<file path="src/rtl/fir_interp2_if.sv">
// Sample-stream handshake bundle for the interpolate-by-2 FIR.
// The upstream side is in_*, the downstream side is out_*.
interface fir_interp2_if #(
    parameter int DATA_W = 24
);
    logic signed [DATA_W-1:0] in_data;
    logic                     in_valid;
    logic                     in_ready;
    logic signed [DATA_W-1:0] out_data;
    logic                     out_valid;
    logic                     out_ready;
    logic                     out_phase;

    modport slave (
        input  in_data, in_valid, out_ready,
        output in_ready, out_data, out_valid, out_phase
    );

    modport master (
        output in_data, in_valid, out_ready,
        input  in_ready, out_data, out_valid, out_phase
    );
endinterface

</file>
<file path="src/rtl/fir_interp2.sv">
// Polyphase half-band interpolate-by-2 FIR: one input sample in,
// an even-phase and then an odd-phase output sample out.
//
//   state | meaning
//   IDLE  | in_ready=1, waiting for an input sample
//   CALC  | delay line just shifted; register both phase results
//   EVEN  | presenting even-phase sample until out_ready
//   ODD   | presenting odd-phase sample until out_ready
module fir_interp2 #(
    parameter int DATA_W = 24,
    parameter int COEF_W = 16,
    parameter int ACC_W  = 40,
    parameter int SHIFT  = 14
) (
    input  logic          clk,
    input  logic          reset,
    fir_interp2_if.slave  bus
);

    typedef enum logic [1:0] {IDLE, CALC, EVEN, ODD} state_t;

    localparam int TAPS = 8;
    localparam int PROD_W = DATA_W + COEF_W;
    localparam logic signed [ACC_W-1:0] SAT_MAX = ACC_W'((2 ** (DATA_W - 1)) - 1);
    localparam logic signed [ACC_W-1:0] SAT_MIN = ACC_W'(-(2 ** (DATA_W - 1)));
    localparam logic signed [COEF_W-1:0] H_CENTER = COEF_W'(16384);

    state_t state, state_next;

    logic signed [DATA_W-1:0] d [TAPS];
    logic signed [DATA_W-1:0] odd_hold;
    logic signed [DATA_W-1:0] data_q;
    logic                     valid_q;
    logic                     phase_q;

    logic                     accept;
    logic                     load_calc;
    logic                     load_odd;
    logic                     done;

    logic signed [PROD_W-1:0] prod;
    logic signed [PROD_W-1:0] prod_o;
    logic signed [ACC_W-1:0]  acc_e;
    logic signed [ACC_W-1:0]  acc_o;
    logic signed [DATA_W-1:0] y_e;
    logic signed [DATA_W-1:0] y_o;

    // Even polyphase branch h[2k]; the odd branch is the single centre tap.
    function automatic logic signed [COEF_W-1:0] coef_e(input int k);
        case (k)
            0, 7:    coef_e = COEF_W'(-868);
            1, 6:    coef_e = COEF_W'(1445);
            2, 5:    coef_e = COEF_W'(-3060);
            default: coef_e = COEF_W'(10285);
        endcase
    endfunction

    function automatic logic signed [DATA_W-1:0] sat(input logic signed [ACC_W-1:0] v);
        if (v > SAT_MAX)
            sat = {1'b0, {(DATA_W-1){1'b1}}};
        else if (v < SAT_MIN)
            sat = {1'b1, {(DATA_W-1){1'b0}}};
        else
            sat = v[DATA_W-1:0];
    endfunction

    assign bus.in_ready  = (state == IDLE);
    assign bus.out_data  = data_q;
    assign bus.out_valid = valid_q;
    assign bus.out_phase = phase_q;

    assign accept = (state == IDLE) && bus.in_valid;

    always_ff @(posedge clk or posedge reset) begin
        if (reset)
            state <= IDLE;
        else
            state <= state_next;
    end

    always_comb begin
        state_next = state;
        load_calc  = 1'b0;
        load_odd   = 1'b0;
        done       = 1'b0;
        case (state)
            IDLE: if (bus.in_valid) state_next = CALC;
            CALC: begin
                load_calc  = 1'b1;
                state_next = EVEN;
            end
            EVEN: if (bus.out_ready) begin
                load_odd   = 1'b1;
                state_next = ODD;
            end
            ODD: if (bus.out_ready) begin
                done       = 1'b1;
                state_next = IDLE;
            end
            default: state_next = IDLE;
        endcase
    end

    always_comb begin
        prod  = '0;
        acc_e = '0;
        for (int k = 0; k < TAPS; k++) begin
            prod  = d[k] * coef_e(k);
            acc_e = acc_e + ACC_W'(prod);
        end
        prod_o = d[3] * H_CENTER;
        acc_o  = ACC_W'(prod_o);
        y_e    = sat(acc_e >>> SHIFT);
        y_o    = sat(acc_o >>> SHIFT);
    end

    always_ff @(posedge clk or posedge reset) begin
        if (reset) begin
            for (int k = 0; k < TAPS; k++) d[k] <= '0;
        end else if (accept) begin
            d[0] <= bus.in_data;
            for (int k = 1; k < TAPS; k++) d[k] <= d[k-1];
        end
    end

    // Odd result is captured with the even one so the delay line is free
    // to be reused while the outputs drain.
    always_ff @(posedge clk or posedge reset) begin
        if (reset) begin
            data_q   <= '0;
            odd_hold <= '0;
            valid_q  <= 1'b0;
            phase_q  <= 1'b0;
        end else if (load_calc) begin
            data_q   <= y_e;
            odd_hold <= y_o;
            valid_q  <= 1'b1;
            phase_q  <= 1'b0;
        end else if (load_odd) begin
            data_q   <= odd_hold;
            phase_q  <= 1'b1;
        end else if (done) begin
            valid_q  <= 1'b0;
        end
    end

endmodule

</file>
<file path="src/flat_wrapper.sv">
// flat-port wrapper written by rule: the top's interface ports become plain ports
module fir_interp2_flat 
#(
    parameter int DATA_W = 24,
    parameter int COEF_W = 16,
    parameter int ACC_W  = 40,
    parameter int SHIFT  = 14
)
  (clk, reset, bus_in_data, bus_in_valid, bus_out_ready, bus_in_ready, bus_out_data, bus_out_valid, bus_out_phase);
  fir_interp2_if #(.DATA_W(DATA_W)) bus_i ();
  input  logic clk;
  input  logic reset;
  input wire logic [$bits(bus_i.in_data)-1:0] bus_in_data;
  input wire logic [$bits(bus_i.in_valid)-1:0] bus_in_valid;
  input wire logic [$bits(bus_i.out_ready)-1:0] bus_out_ready;
  output wire logic [$bits(bus_i.in_ready)-1:0] bus_in_ready;
  output wire logic [$bits(bus_i.out_data)-1:0] bus_out_data;
  output wire logic [$bits(bus_i.out_valid)-1:0] bus_out_valid;
  output wire logic [$bits(bus_i.out_phase)-1:0] bus_out_phase;
  assign bus_i.in_data = bus_in_data;
  assign bus_i.in_valid = bus_in_valid;
  assign bus_i.out_ready = bus_out_ready;
  assign bus_in_ready = bus_i.in_ready;
  assign bus_out_data = bus_i.out_data;
  assign bus_out_valid = bus_i.out_valid;
  assign bus_out_phase = bus_i.out_phase;
  fir_interp2 #(.DATA_W(DATA_W), .COEF_W(COEF_W), .ACC_W(ACC_W), .SHIFT(SHIFT)) u_core (.clk(clk), .reset(reset), .bus(bus_i));
endmodule
</file>
<file path="config.mk">
export PLATFORM = sky130hd
export DESIGN_NAME = fir_interp2_flat
export DESIGN_NICKNAME = d
export VERILOG_FILES = /design/src/rtl/fir_interp2_if.sv /design/src/rtl/fir_interp2.sv /design/src/flat_wrapper.sv
export SDC_FILE = /design/constraint.sdc
export NUM_CORES = 2
export LEC_CHECK = 0
export CORE_MARGIN = 1
export CORE_UTILIZATION = 60
export DETAILED_ROUTE_END_ITERATION = 6
export PLACE_DENSITY = 0.91
export SLEW_MARGIN = 20
export SYNTH_ARGS = -nofsm -noshare
export SYNTH_HDL_FRONTEND = slang
export SYNTH_SLANG_ARGS = --single-unit
</file>
<file path="constraint.sdc">
create_clock -name clk -period 10.7 [get_ports clk]
set_input_delay 1.605 -clock clk [delete_from_list [all_inputs] [get_ports clk]]
set_output_delay 1.605 -clock clk [all_outputs]
set_load 0.01 [all_outputs]
</file>
Word level (Yosys, flattened, before mapping)
Index checks and enable logic that the tools add are counted.
{ "word_totals": {"output_inout_bits": 27, "input_bits": 28, "regBits": 244, "wordCells": 64} }
{ "op_classes": {"order_cmp": 4, "n_mux": 19, "eq_ne": 7, "reduce_logical": 6, "mul": 8, "add_sub_neg": 7} }
{ "ops": {"columns": ["op", "count"], "rows": [
  ["$add 40x40->40", 6],
  ["$mux 24", 6],
  ["$mul 24x15->39 const B", 2],
  ["$mul 24x12->36 const B", 2],
  ["$mul 24x11->35 const B", 2],
  ["$mul 24x9->33 const B", 2],
  ["$add 40x35->40", 1],
  ["$gt 26x24->1 const B", 1],
  ["$lt 26x24->1 const B", 1],
  ["$gt 24x24->1 const B", 1],
  ["$lt 24x24->1 const B", 1],
  ["$mux 1", 9],
  ["$pmux 2 s4", 1],
  ["$mux 2", 3],
  ["$ne 2x2->1 const B", 3],
  ["$eq 2x2->1 const B", 2],
  ["$reduce_bool 2->1", 2],
  ["$reduce_and 3->1", 1],
  ["$eq 2x1->1 const B", 1],
  ["$logic_not 2->1", 1],
  ["$ne 2x1->1 const B", 1],
  ["$reduce_and 2->1", 1],
  ["$logic_and 1x1->1", 1]
]} }

Logic depth before layout (Yosys ltp)
{ "logic_depth": {"depth_word": 12, "mapped_depth": 45, "ltp_nobuf": 44} }

Least setup slack after synthesis
Ideal clock, no wire load.
{ "synth_path": {"kind": "register to register", "start": "register u_core.d[119] (netlist name)", "end": "register u_core.data_q[21], in the netlist u_core.bus.out_data[21]", "path_stages_with_launch": 43, "arrival_time_ps": 9937, "setup_slack_ps": 659, "required_time_ps": 10596, "path_cell_list": "dfrtp_1 > inv_1 > ha_1 > fa_1 > inv_1 > ha_1 > inv_1 > fa_1 > inv_1 > fa_1 > inv_1 > fa_1 > inv_1 > ha_1 > o21ai_0 > a21oi_1 > nand3_1 > o21ai_0 > [7 not listed] > fa_1 > inv_1 > fa_1 > inv_1 > ha_1 > a21o_1 > a21o_1 > a21oi_1 > nor2b_1 > o22ai_1 > o21ai_0 > a31oi_1 > xnor2_1 > nand2_1 > o21ai_2 > buf_2 > nand2_1 > a221oi_1"} }
{ "synth_between": {"elab_chain_cells": 10} }
{ "synth_lines": {"columns": ["item", "line", "rtl"], "rows": [
  ["start: declaration", "fir_interp2.sv:30", "logic signed [DATA_W-1:0] d [TAPS];"],
  ["$mul 24x15->39 *", "fir_interp2.sv:108", "prod = d[k] * coef_e(k);"],
  ["$add 40x40->40 * (4 in a row)", "fir_interp2.sv:109", "acc_e = acc_e + ACC_W'(prod);"],
  ["$add 40x35->40 *", "fir_interp2.sv:109", null],
  ["$lt 26x24->1", "fir_interp2.sv:61", "else if (v < SAT_MIN)"],
  ["$mux 24", "fir_interp2.sv:61", null],
  ["$mux 24 *", "fir_interp2.sv:59", "if (v > SAT_MAX)"],
  ["$mux 24 *", "fir_interp2.sv:134", "end else if (load_calc) begin"],
  ["end signal: assignment", "fir_interp2.sv:135", "data_q <= y_e;"],
  ["end signal: assignment", "fir_interp2.sv:140", "data_q <= odd_hold;"],
  ["end: declaration", "fir_interp2.sv:32", "logic signed [DATA_W-1:0] data_q;"]
]} }
Mark *: on every way between the ends. The rest lies on a longest branch, timed or not.
A chain may end at the register's enable or synchronous reset.

Worst setup path in the final report
{ "layout_path": {"start": "register u_core.d[109] (netlist name)", "end": "register u_core.data_q[10], in the netlist u_core.bus.out_data[10]"} }
Same word-level chain as after synthesis.

==> run metrics <==
die width 300.5 um; Congestion Overflow GR 0; Mean Syn Cell Area 9.898 sq um; Synth Cell Area 53480 sq um; io pins 55; gr usage total 33.26%; min cycle time layout 10.37 ns; Max Cap Viol 0; Core Rows 109; Synth Net Count 7361; Sink Count 244; number of flops mapped to enable cells by yosys 0; fillers 6628; warnings from Yosys 0; flops & latches, synth 244; Largest stage delay, worst path 0.63 ns; post-route ant nets 0; max-slew violations 0; layout cell share with drive strength beyond 1 7.143%; GP Congestion 0.9923; Fin Clk Skew 0.04364 ns; register area share after synthesis 11.42%; critical path class reg2reg; Reg area 6113 sq um; first-pass GRT wire length 230600 um; Design Area, Final 57440 sq um; CTS tree yes; CTS buffer count 36; most common cell after layout, fill and taps aside inv_1; Vias/cell 5.844; cell count after placement 6652; post-synthesis cell count 5403; Post-route DRC 0; share of the synthesized area in the top cell type 29.99%; Clock Latency Late Sink 0.61 ns; dominant cell type by area after synthesis fa_1; Worst-Margin Slew 1.011 ns; IO Port Bufs 54; Relative slew margins 32.13%; post-DP HPWL 122100 um; Initial Util 60.51%; Reg clk slew, reported paths 0.06 ns; Worst Path Required 11.17 ns; vias in the first global route 42890; cell repeated most along the worst path inv_1; Worst setup SP type flop; Final setup viols 0; most frequent cells in the layout inv_1, ha_1, fa_1; maximum clock frequency 96.46 MHz; Synth cell types 81; initial DRC count 2200; DR pass1 iterations 7; crit path capture type flop; pin count of the biggest net entering global routing 110; final wirelength 145100 um; initial antenna violation count 2; status finished, final reports clean; CTS Root Cell clkbuf_16; full die area 90320 sq um; H-tree Lvls 2; synth top area cells fa_1, ha_1, dfrtp_1, inv_1, mux2_2; Slowest cell on crit path fa_1; Chip Height 300.5 um; Finished Layout Cells 6724; Final period util 96.89%; Arr. time, crit path 10.84 ns; core area 88370 sq um; area of the multi-input gates 42020 sq um; final net count 7489; FF-to-FF setup slack 0.33 ns; asr flop ratio synth 100.0%; Area Growth Syn to Fin 7.415%; HP Class reg2reg; final count of hold timing violations 0; wire length per cell 21.58 um; placed instance area 55800 sq um; vias 39290; Top FF cell, synth dfrtp_1; CTS Buffer Depth 3; worst-path maximum fanout 14
path summary, 6_finish.rpt:
kind / startpoint / end / cells past startpoint
max reg2reg: u_core.d[109]$_DFFE_PP0P_ / u_core.bus.out_data[10]$_DFFE_PP0P_ / 41
max in group asynchronous: reset / u_core.d[84]$_DFFE_PP0P_ / 3
min: u_core.odd_hold[18]$_DFFE_PP0P_ / u_core.odd_hold[18]$_DFFE_PP0P_ / 2
min in group asynchronous: reset / u_core.d[3]$_DFFE_PP0P_ / 2
min reg2reg: u_core.odd_hold[18]$_DFFE_PP0P_ / u_core.odd_hold[18]$_DFFE_PP0P_ / 2
max: u_core.d[109]$_DFFE_PP0P_ / u_core.bus.out_data[10]$_DFFE_PP0P_ / 41
critical path, delay by kind of cell (launching register included):
kind / cells / cell delay [ns]
flops: 1 / 0.44
buf+inv: 12 / 1.05
fa+ha+maj: 12 / 5.53
xor+xnor: 2 / 0.44
compound gates: 9 / 1.87
simple gates: 6 / 0.94
cells by family (layout without fill, tap and decap cells):
| family | after synthesis | in the layout | share of synthesized area [%] |
|---|---|---|---|
| adders and majority gates | 1930 | 1930 | 56.40 |
| buffers and inverters | 1471 | 1623 | 10.55 |
| AOI/OAI and AO/OA | 748 | 751 | 9.083 |
| and+or+nand+nor | 614 | 614 | 5.407 |
| xor gates and xnor gates | 260 | 260 | 4.284 |
| DFF | 244 | 244 | 11.42 |
| muxes | 136 | 136 | 2.861 |
| other | 0 | 1 | 0 |
cells in the mapped netlist (all sizes together) (33+ instances only):
cell	n
inv	1422
ha	1129
fa	801
dfrtp	244
nand2	226
a21oi	215
o21ai	202
xnor2	157
nor2	142
mux2	135
a21o	106
xor2	102
nand3	48
clkbuf	43
nand2b	42
o21a	38
nor2b	33
routing by layer:
metal	GRT usage (%)	vias to the layer above	wire, um
met5	0	-	13
met4	15.88	2	8534
met3	6.501	508	11640
met2	54.98	1548	68080
met1	41.95	19690	56830
li1	-	17540	-
through the flow:
stage                     hold slack (ns)  utilization [%]  TNS, ns  setup WS [ns]
after floorplan                    0.4424                -        0         0.6588
after global placement             0.4592            63.14        0         0.2603
after detailed placement           0.4735            63.14        0        0.05298
after CTS                          0.4884            64.62        0         0.1031
after global routing               0.5151            64.99  -0.4998       -0.05177
final                              0.4810            65.00        0         0.3332
sequential cells by signal (all words and copies together), names as in the netlist:
register	cells
u_core.d	192
u_core.bus.out_data	24
u_core.odd_hold	24
u_core.state	2
u_core.bus.out_phase	1
u_core.bus.out_valid	1
repair_timing:
item / CTS / global route
hold buffers: 0 / 0
endpoints found under the setup margin: 1 / 24
resized for setup: 1 / 65
endpoints found under the hold margin: 0 / 0
cloned: 0 / 3
pin swaps: 0 / 18
buffers inserted: 0 / 2
cell type report:
class	count	share of cell area [%]
multi-input combinational	3691	73.16
sequential	244	10.64
inverter	1422	9.305
tap	1165	2.538
timing repair buffer	136	2.076
clock buffer	40	1.684
clock inverter	25	0.5903
antenna	1	0.004356
Power is left out: the tool's default activity adds up to more than one toggle a clock period on the data nets, which glitch-free logic cannot reach.
